$ cat src/rtl/fifo_pkg.sv
// Shared types for the async FIFO and its read-side packer.
// Holds default widths, the byte type and the packer FSM states.
package fifo_pkg;

  localparam int DFLT_DATA_WIDTH = 8;
  localparam int DFLT_ADDR_SIZE  = 4;

  typedef logic [DFLT_DATA_WIDTH-1:0] byte_t;

  typedef enum logic {
    FILL  = 1'b0,
    FLUSH = 1'b1
  } rd_state_e;

endpackage

$ cat src/rtl/pack_outreg.sv
// Output word register for the FIFO read packer.
// Ports: load/load_data/load_keep capture a word; m_* is the
// valid/ready master stream; word_count counts accepted words;
// out_free reports that a load may happen at the next edge.
module pack_outreg #(
  parameter int WORD_W    = 32,
  parameter int LANES     = 4,
  parameter int CNT_WIDTH = 16
) (
  input  logic                 clk,
  input  logic                 rst,
  input  logic                 load,
  input  logic [WORD_W-1:0]    load_data,
  input  logic [LANES-1:0]     load_keep,
  input  logic                 m_ready,
  output logic [WORD_W-1:0]    m_data,
  output logic [LANES-1:0]     m_keep,
  output logic                 m_valid,
  output logic [CNT_WIDTH-1:0] word_count,
  output logic                 out_free
);

  logic xfer;

  assign xfer     = m_valid & m_ready;
  assign out_free = ~m_valid | m_ready;

  // load is only raised while out_free, so a held word is
  // never overwritten before it is accepted.
  always_ff @(posedge clk) begin
    if (!rst) begin
      m_data     <= '0;
      m_keep     <= '0;
      m_valid    <= 1'b0;
      word_count <= '0;
    end else begin
      if (xfer) begin
        word_count <= word_count + 1'b1;
      end
      if (load) begin
        m_data  <= load_data;
        m_keep  <= load_keep;
        m_valid <= 1'b1;
      end else if (xfer) begin
        m_valid <= 1'b0;
      end
    end
  end

endmodule

$ cat src/rtl/fifo_rd_packer.sv
// Read-side FIFO consumer packing LANES bytes per output word.
// Ports: fifo_out/fifo_empty/fifo_r_en talk to the FWFT FIFO;
// flush emits a partial word; m_data/m_keep/m_valid/m_ready form
// the output stream; busy and word_count report status.
module fifo_rd_packer #(
  parameter int DATA_WIDTH = fifo_pkg::DFLT_DATA_WIDTH,
  parameter int LANES      = 4,
  parameter int CNT_WIDTH  = 16
) (
  input  logic                        clk,
  input  logic                        rst,
  input  logic [DATA_WIDTH-1:0]       fifo_out,
  input  logic                        fifo_empty,
  output logic                        fifo_r_en,
  input  logic                        flush,
  output logic [DATA_WIDTH*LANES-1:0] m_data,
  output logic [LANES-1:0]            m_keep,
  output logic                        m_valid,
  input  logic                        m_ready,
  output logic                        busy,
  output logic [CNT_WIDTH-1:0]        word_count
);

  import fifo_pkg::*;

  localparam int CW = $clog2(LANES) + 1;
  localparam int IW = CW - 1;
  localparam int WW = DATA_WIDTH * LANES;
  localparam logic [CW-1:0] FULL = CW'(LANES);

  rd_state_e             state_q;
  rd_state_e             state_d;
  logic [CW-1:0]         cnt_q;
  logic [CW-1:0]         cnt_d;
  logic [CW-1:0]         fill;
  logic [DATA_WIDTH-1:0] acc_q [LANES];
  logic [WW-1:0]         word;
  logic [LANES-1:0]      keep;
  logic                  pop;
  logic                  load;
  logic                  out_free;

  assign pop = rst & ~fifo_empty & (cnt_q < FULL)
             & (state_q == FILL);
  assign fifo_r_en = pop;

  // Byte count including a byte popped this cycle.
  assign fill = cnt_q + {{IW{1'b0}}, pop};

  assign busy = (cnt_q != '0) | (state_q == FLUSH);

  // Candidate output word: stored lanes plus the byte being
  // popped now, so a completing pop loads at the same edge.
  always_comb begin
    word = '0;
    keep = '0;
    for (int i = 0; i < LANES; i++) begin
      if (CW'(i) < fill) begin
        keep[i] = 1'b1;
        if (pop && cnt_q[IW-1:0] == IW'(i)) begin
          word[i*DATA_WIDTH +: DATA_WIDTH] = fifo_out;
        end else begin
          word[i*DATA_WIDTH +: DATA_WIDTH] = acc_q[i];
        end
      end
    end
  end

  // A flush that coincides with a full-word load has nothing
  // left to emit, so it is dropped rather than entering FLUSH.
  always_comb begin
    state_d = state_q;
    cnt_d   = fill;
    load    = 1'b0;
    unique case (state_q)
      FILL: begin
        if (fill == FULL && out_free) begin
          load  = 1'b1;
          cnt_d = '0;
        end else if (flush && fill != '0) begin
          state_d = FLUSH;
        end
      end
      FLUSH: begin
        if (out_free) begin
          load    = 1'b1;
          cnt_d   = '0;
          state_d = FILL;
        end
      end
      default: begin
        state_d = FILL;
      end
    endcase
  end

  always_ff @(posedge clk) begin
    if (!rst) begin
      state_q <= FILL;
      cnt_q   <= '0;
      for (int i = 0; i < LANES; i++) begin
        acc_q[i] <= '0;
      end
    end else begin
      state_q <= state_d;
      cnt_q   <= cnt_d;
      if (pop) begin
        acc_q[cnt_q[IW-1:0]] <= fifo_out;
      end
    end
  end

  pack_outreg #(
    .WORD_W    (WW),
    .LANES     (LANES),
    .CNT_WIDTH (CNT_WIDTH)
  ) u_outreg (
    .clk        (clk),
    .rst        (rst),
    .load       (load),
    .load_data  (word),
    .load_keep  (keep),
    .m_ready    (m_ready),
    .m_data     (m_data),
    .m_keep     (m_keep),
    .m_valid    (m_valid),
    .word_count (word_count),
    .out_free   (out_free)
  );

endmodule

$ cat config.mk
export PLATFORM = sky130hd
export DESIGN_NAME = fifo_rd_packer
export DESIGN_NICKNAME = d
export VERILOG_FILES = /design/src/rtl/fifo_pkg.sv /design/src/rtl/pack_outreg.sv /design/src/rtl/fifo_rd_packer.sv
export SDC_FILE = /design/constraint.sdc
export NUM_CORES = 1
export LEC_CHECK = 0
export CORE_UTILIZATION = 52
export DETAILED_ROUTE_END_ITERATION = 8
export PLACE_DENSITY = 0.8
export SKIP_LAST_GASP = 1
export SYNTH_ARGS = -nofsm -noshare
export SYNTH_HDL_FRONTEND = slang
export SYNTH_SLANG_ARGS = --single-unit
$ cat constraint.sdc
create_clock -name clk -period 2.5 [get_ports clk]
set_input_delay 0.25 -clock clk [delete_from_list [all_inputs] [get_ports clk]]
set_output_delay 0.25 -clock clk [all_outputs]
set_load 0.02 [all_outputs]
==> results of run 1 <==
[worst min-delay path, stage by stage, from the launching register on]
cell and delay (ns):
dfxtp_1 0.32, inv_1 0.04, o21ai_0 0.07
[metrics by stage]
stage	std cells	power (W)
6_report	487	0.00283
5_1_grt	487	0.00294
4_1_cts	487	0.00285
3_5_place_dp	471	0.00197
3_3_place_gp	471	0.00196
2_1_floorplan	310	0.00182
[cells in the final DEF, fill, tap and decap left out, types with 3 or more instances in the layout]
cell type,n
nand2b_1,4
nor3_1,4
clkbuf_8,9
o21ai_0,5
inv_1,7
mux2i_1,26
nand3_1,8
buf_4,8
nand2_1,17
xor2_1,6
clkinv_4,3
clkdlybuf4s50_1,67
nor4_1,3
xnor2_1,7
dfxtp_1,57
o2bb2ai_1,32
edfxtp_1,32
ha_1,3
a21boi_0,4
and3_1,14
nor2_1,5
a21oi_1,10
and2_1,34
[registers in the layout, indices dropped and copies added (netlist names)]
signal               flops
acc_q                   32
cnt_q                    3
state_q                  1
u_outreg.m_data         32
u_outreg.m_keep          4
u_outreg.m_valid         1
u_outreg.word_count     16
[cell families after synthesis]
group | count (synthesis)
mux | 26
buf+inv | 18
simple gates | 103
flops | 89
xor+xnor | 13
fa+ha+maj | 3
compound gates | 58
[area by class of cell]
type	count	area, um^2	area share
well taps	96	120	0.0259
flip-flops and latches	89	2100	0.453
inverters	7	26.3	0.00566
clock buffers	10	128	0.0275
multi-input cells	203	1460	0.315
clock inverters	6	51.3	0.0111
repair buffers	76	751	0.162
[path summary, 6_finish.rpt]
kind         cells after the start                              end                             from  slack, ns
min                              2  u_outreg.m_keep[1]$_SDFFE_PN0P_  u_outreg.m_keep[1]$_SDFFE_PN0P_       0.47
max                              3                        fifo_r_en               state_q$_SDFF_PN0_       0.24
max reg2reg                      7  u_outreg.m_keep[3]$_SDFFE_PN0P_               state_q$_SDFF_PN0_       0.29
min reg2reg                      2  u_outreg.m_keep[1]$_SDFFE_PN0P_  u_outreg.m_keep[1]$_SDFFE_PN0P_       0.47
[where the power goes]
group | internal (W) | leakage [nW] | switching, W | total (W)
clock network | 0.000374 | 0.0875 | 0.000525 | 0.000898
registers | 0.00157 | 0.793 | 0.0000351 | 0.00160
logic | 0.000144 | 0.933 | 0.000190 | 0.000334
total | 0.00208 | 1.81 | 0.000750 | 0.00283
[synth_stat cells (2+ instances only)]
cell type,instances
nand3b_1,2
buf_6,3
o2bb2ai_1,32
a21oi_1,10
nor2b_1,2
edfxtp_1,32
nand2_1,17
nor2_1,5
nand2b_1,4
mux2i_1,26
and3_1,14
o21ai_0,5
buf_2,4
xnor2_1,7
clkbuf_1,2
ha_1,3
inv_1,7
dfxtp_1,57
and2_1,34
xor2_1,6
nor4_1,3
o21ai_1,2
nand4_1,2
nand3_1,8
nor3_1,4
a21boi_0,4
[layer usage]
| layer | up-vias | wire, um | track usage |
|---|---|---|---|
| met4 | 0 | 95 | 0.0970 |
| met5 | - | 0 | 0 |
| met1 | 1239 | 3600 | 0.303 |
| met2 | 69 | 3550 | 0.337 |
| li1 | 1291 | - | - |
| met3 | 6 | 376 | 0.0423 |
==> flow_summary_export.csv, run 1 <==
group,metric,value,unit
synthesis,synthMuxAreaShare,0.0711,
outcome,status,"complete, no violations",
routing,post_drt_wl_per_cell,15.7,um
routing,firstDrtPassIters,4,
clock_tree,clkTransAtPathRegs,0.09,ns
setup_path,worstPathMaxFanout,23,
routing,wl,7.63,mm
timing,setup_slack,0.244,ns
die,rows,30,
synthesis,synth-adder-area-share,0.0103,
timing,finalCritPeriodShare,0.902,
routing,drtAntennaViolNets,0,
setup_path,slowest_stage,"clkdlybuf4s50_1",
setup_path,worst-path-buf-inv,2,
setup_path,cp_cell_sequence,"nor4b_4 > buf_4 > clkdlybuf4s50_1",
hold_path,hold_class,"reg -> reg",
timing,whs,0.472,ns
timing,finClkSkew,0.0113,ns
global_routing,grt_pass1_vias,2499,
clock_tree,cts_setup_buffers,0,
clock_tree,cts_hold_buf,0,
timing,maxSlewViolCount,0,
power_and_ir_drop,p_leak,1.81,nW
synthesis,avgSynthCellArea,11.8,um^2
clock_tree,cts_resized,0,
synthesis,synth-compound-area-share,0.121,
clock_tree,cts_inserted_buffers,9,
finish,nets,402,
synthesis,synth_edf_count,32,
finish,n_fill_cell,517,
finish,final_util,0.683,
synthesis,ys_ff_latch,89,
synthesis,syn_nets,326,
die,core,6790,um^2
die,die_h,85.9,um
timing,slew_headroom,0.672,
clock_tree,cts_htree_levels,3,
synthesis,synthSimpleGateAreaFrac,0.166,
finish,drive_gt1_frac,0.0767,
run,drv_cap,0,
clock_tree,cts_tree,"built",
place,dpl_cell_area,4460,um^2
finish,stdcell_area,4640,um^2
die,dieArea,7380,um^2
timing,tns,0,ns
clock_tree,cts_root_buf,"clkbuf_8",
setup_path,slowest_delay,0.64,ns
synthesis,async_flop_share,0,
clock_tree,cts.sinks,89,
die,pin_count,68,
routing,drtIter0Drc,126,
timing,min_period,2.26,ns
place,dpl_worst_slack,0.00657,ns
timing,max_freq,0.443,GHz
synthesis,yosysWarnings,0,
routing,num_vias,2605,
global_routing,grt_pass1_wl,12.1,mm
finish,n_antenna_cell,0,
place,routabilityCongestion,0.747,
global_routing,grt.overflow.total,0,
synthesis,syn_inst,310,
timing,setup_violations,0,
die,start_util,0.539,
timing,rsz0062_at_grt,"false",
finish,syn_to_final_growth,26.7,%
routing,viasPerCell,5.35,
place,portBuffers,67,
setup_path,startpoint_type,"flop",
die,die_w,85.9,um
setup_path,end_kind,"output port",
global_routing,grt_antenna_before_repair,0,
synthesis,synth_top_family_by_area,"simple AND/OR/NAND/NOR gates",
synthesis,synth_cell_types,41,
timing,finalHoldViolations,0,
place,dp_hpwl,5.14,mm
setup_path,crit_required,2.25,ns
setup_path,critPathTopFamily,"buffers and inverters",
synthesis,yosys.area.top_type,"dfxtp_1",
synthesis,netlist_top_cells_area,"dfxtp_1, edfxtp_1, o2bb2ai_1, mux2i_1, and2_1",
clock_tree,cts_buffer_depth,2,
power_and_ir_drop,powerDensity,611,nW/um^2
synthesis,synth.cell_area,3660,um^2
clock_tree,clock_latency,0.35,ns
global_routing,grt_max_degree,33,
timing,tightestPinTransition,0.489,ns
synthesis,synth-xor-area-share,0.0311,
synthesis,ys.flop_type,"dfxtp_1",
synthesis,synth_top_area_share,0.312,
setup_path,cp.arrival,2.01,ns
global_routing,grt_usage,0.219,
power_and_ir_drop,vdd_drop_max,355,uV
routing,drc,0,
synthesis,yosysSeqAreaShare,0.574,
setup_path,crit_type,"reg -> out",
Note: power is estimated with default switching activity, not from simulation.
==> run 2, diff against run 1 <==
--- a/config.mk
+++ b/config.mk
@@ -5,9 +5,10 @@
 export SDC_FILE = /design/constraint.sdc
 export NUM_CORES = 1
 export LEC_CHECK = 0
-export CORE_UTILIZATION = 52
+export CORE_UTILIZATION = 54
+export CTS_BUF_LIST = sky130_fd_sc_hd__clkbuf_4 sky130_fd_sc_hd__clkbuf_8
 export DETAILED_ROUTE_END_ITERATION = 8
-export PLACE_DENSITY = 0.8
+export PLACE_DENSITY = 0.82
 export SKIP_LAST_GASP = 1
 export SYNTH_ARGS = -nofsm -noshare
 export SYNTH_HDL_FRONTEND = slang
==> constraint.sdc (replaced) <==
create_clock -name clk -period 2.1 [get_ports clk]
set_input_delay 0.21 -clock clk [delete_from_list [all_inputs] [get_ports clk]]
set_output_delay 0.21 -clock clk [all_outputs]
set_load 0.02 [all_outputs]
==> flow_summary_export.csv, run 2 (synthesized netlist as in run 1, its figures left out) <==
group,metric,value,unit
clock_tree,cts_setup_buffers,0,
place,dp_hpwl,5.48,mm
finish,layout.cells.most_common,"clkdlybuf4s50_1",
timing,rsz0062_at_grt,"false",
clock_tree,cts_tree,"built",
timing,finalHoldViolations,0,
routing,drtIter0Drc,105,
die,start_util,0.567,
clock_tree,cts_buffer_depth,2,
place,routabilityCongestion,0.837,
finish,nets,420,
global_routing,grt_pass1_vias,2709,
finish,layoutNonFillerInstCount,486,
finish,n_antenna_cell,0,
global_routing,grt_max_degree,31,
clock_tree,cts.sinks,89,
place,dp.cells,470,
finish,final_cell_mix,"clkdlybuf4s50_1, dfxtp_1, and2_1, o2bb2ai_1, edfxtp_1",
timing,tightestPinTransition,0.375,ns
power_and_ir_drop,p_leak,1.92,nW
timing,min_period,1.96,ns
outcome,status,"complete, but fails checks",
timing,finalCritPeriodShare,0.934,
routing,viasPerCell,5.62,
global_routing,grt.overflow.total,0,
clock_tree,clock_latency,0.35,ns
power_and_ir_drop,powerDensity,713,nW/um^2
hold_path,hold_class,"in -> reg",
run,drv_cap,0,
die,pin_count,68,
global_routing,grt_antenna_before_repair,0,
die,rows,29,
timing,setup_violations,0,
finish,final_util,0.745,
clock_tree,cts_root_buf,"clkbuf_8",
setup_path,crit_required,2.38,ns
setup_path,worstPathMaxFanout,8,
timing,slew_headroom,0.748,
setup_path,reg2reg_depth,8,
clock_tree,clkTransAtPathRegs,0.08,ns
outcome,violations,"DRC",
setup_path,startpoint_type,"input pin",
routing,num_vias,2731,
die,die_h,84.3,um
power_and_ir_drop,vdd_drop_max,439,uV
clock_tree,cts_hold_buf,0,
finish,drive_gt1_frac,0.137,
timing,max_freq,0.510,GHz
routing,drtAntennaViolNets,0,
global_routing,grt_usage,0.239,
finish,syn_to_final_growth,31.5,%
global_routing,grt_pass1_wl,13.1,mm
setup_path,cp.arrival,2.24,ns
place,portBuffers,67,
routing,firstDrtPassIters,6,
routing,wl,7.86,mm
routing,post_drt_wl_per_cell,16.2,um
clock_tree,cts_inserted_buffers,9,
die,dieArea,7110,um^2
setup_path,crit_type,"in -> reg",
finish,reg.largest.list,"acc_q: 32 flops, u_outreg.m_data: 32 flops, u_outreg.word_count: 16 flops",
timing,finClkSkew,0.0101,ns
hold_path,hold_depth,3,
setup_path,end_kind,"flop",
routing,drc,2,
timing,maxSlewViolCount,0,
die,die_w,84.3,um
clock_tree,cts_htree_levels,3,
die,core,6460,um^2
run 2: through the flow:
step	power [W]	area, um^2	worst slack (ns)	TNS (ns)	hold WS [ns]
2_1_floorplan	0.00219	3700	0.0162	0	0.351
3_3_place_gp	0.00241	4630	-0.160	-5.38	0.447
3_5_place_dp	0.00242	4630	-0.194	-6.66	0.448
4_1_cts	0.00345	4810	0.0230	0	0.449
5_1_grt	0.00356	4810	0.00894	0	0.486
6_report	0.00343	4810	0.139	0	0.462
run 2: repair_timing:
item,CTS,global route
setup endpoints to repair,1,9
gates resized for setup,1,2
cloned,0,0
run 2: final timing paths:
path / startpoint / endpoint / slack, ns
worst min-delay path: flush / state_q$_SDFF_PN0_ / 0.46
worst min register to register: u_outreg.m_data[4]$_SDFFE_PN0P_ / u_outreg.m_data[4]$_SDFFE_PN0P_ / 0.47
worst max-delay path: fifo_empty / u_outreg.m_data[17]$_SDFFE_PN0P_ / 0.14
worst max register to register: state_q$_SDFF_PN0_ / u_outreg.m_data[17]$_SDFFE_PN0P_ / 0.16
run 2: critical path, cell delays in order:
cell	delay [ns]
clkdlybuf4s50_1	0.45
nor4b_4	0.34
ha_2	0.24
ha_4	0.20
buf_4	0.14
nor3_1	0.21
o211ai_2	0.12
buf_4	0.19
o2bb2ai_1	0.14
run 2: layout make-up:
type                            count  area, um^2
Sequential cell                    89        2100
Fill cell                         446        1650
Multi-Input combinational cell    203        1500
Timing Repair Buffer               94         917
Clock buffer                       10         131
Tap cell                           77        96.3
Clock inverter                      6        43.8
Inverter                            7        26.3
run 2: per-layer routing:
layer / GRT usage / routed length [um]
met5: 0 / 0
met3: 0.0393 / 416
met4: 0.102 / 118
met1: 0.313 / 3480
met2: 0.396 / 3850
run 2: report_power, final:
part	internal, W	switching [W]	total, W
clock network	0.000445	0.000602	0.00105
registers	0.00187	0.0000368	0.00190
logic	0.000230	0.000253	0.000483
total	0.00254	0.000892	0.00343
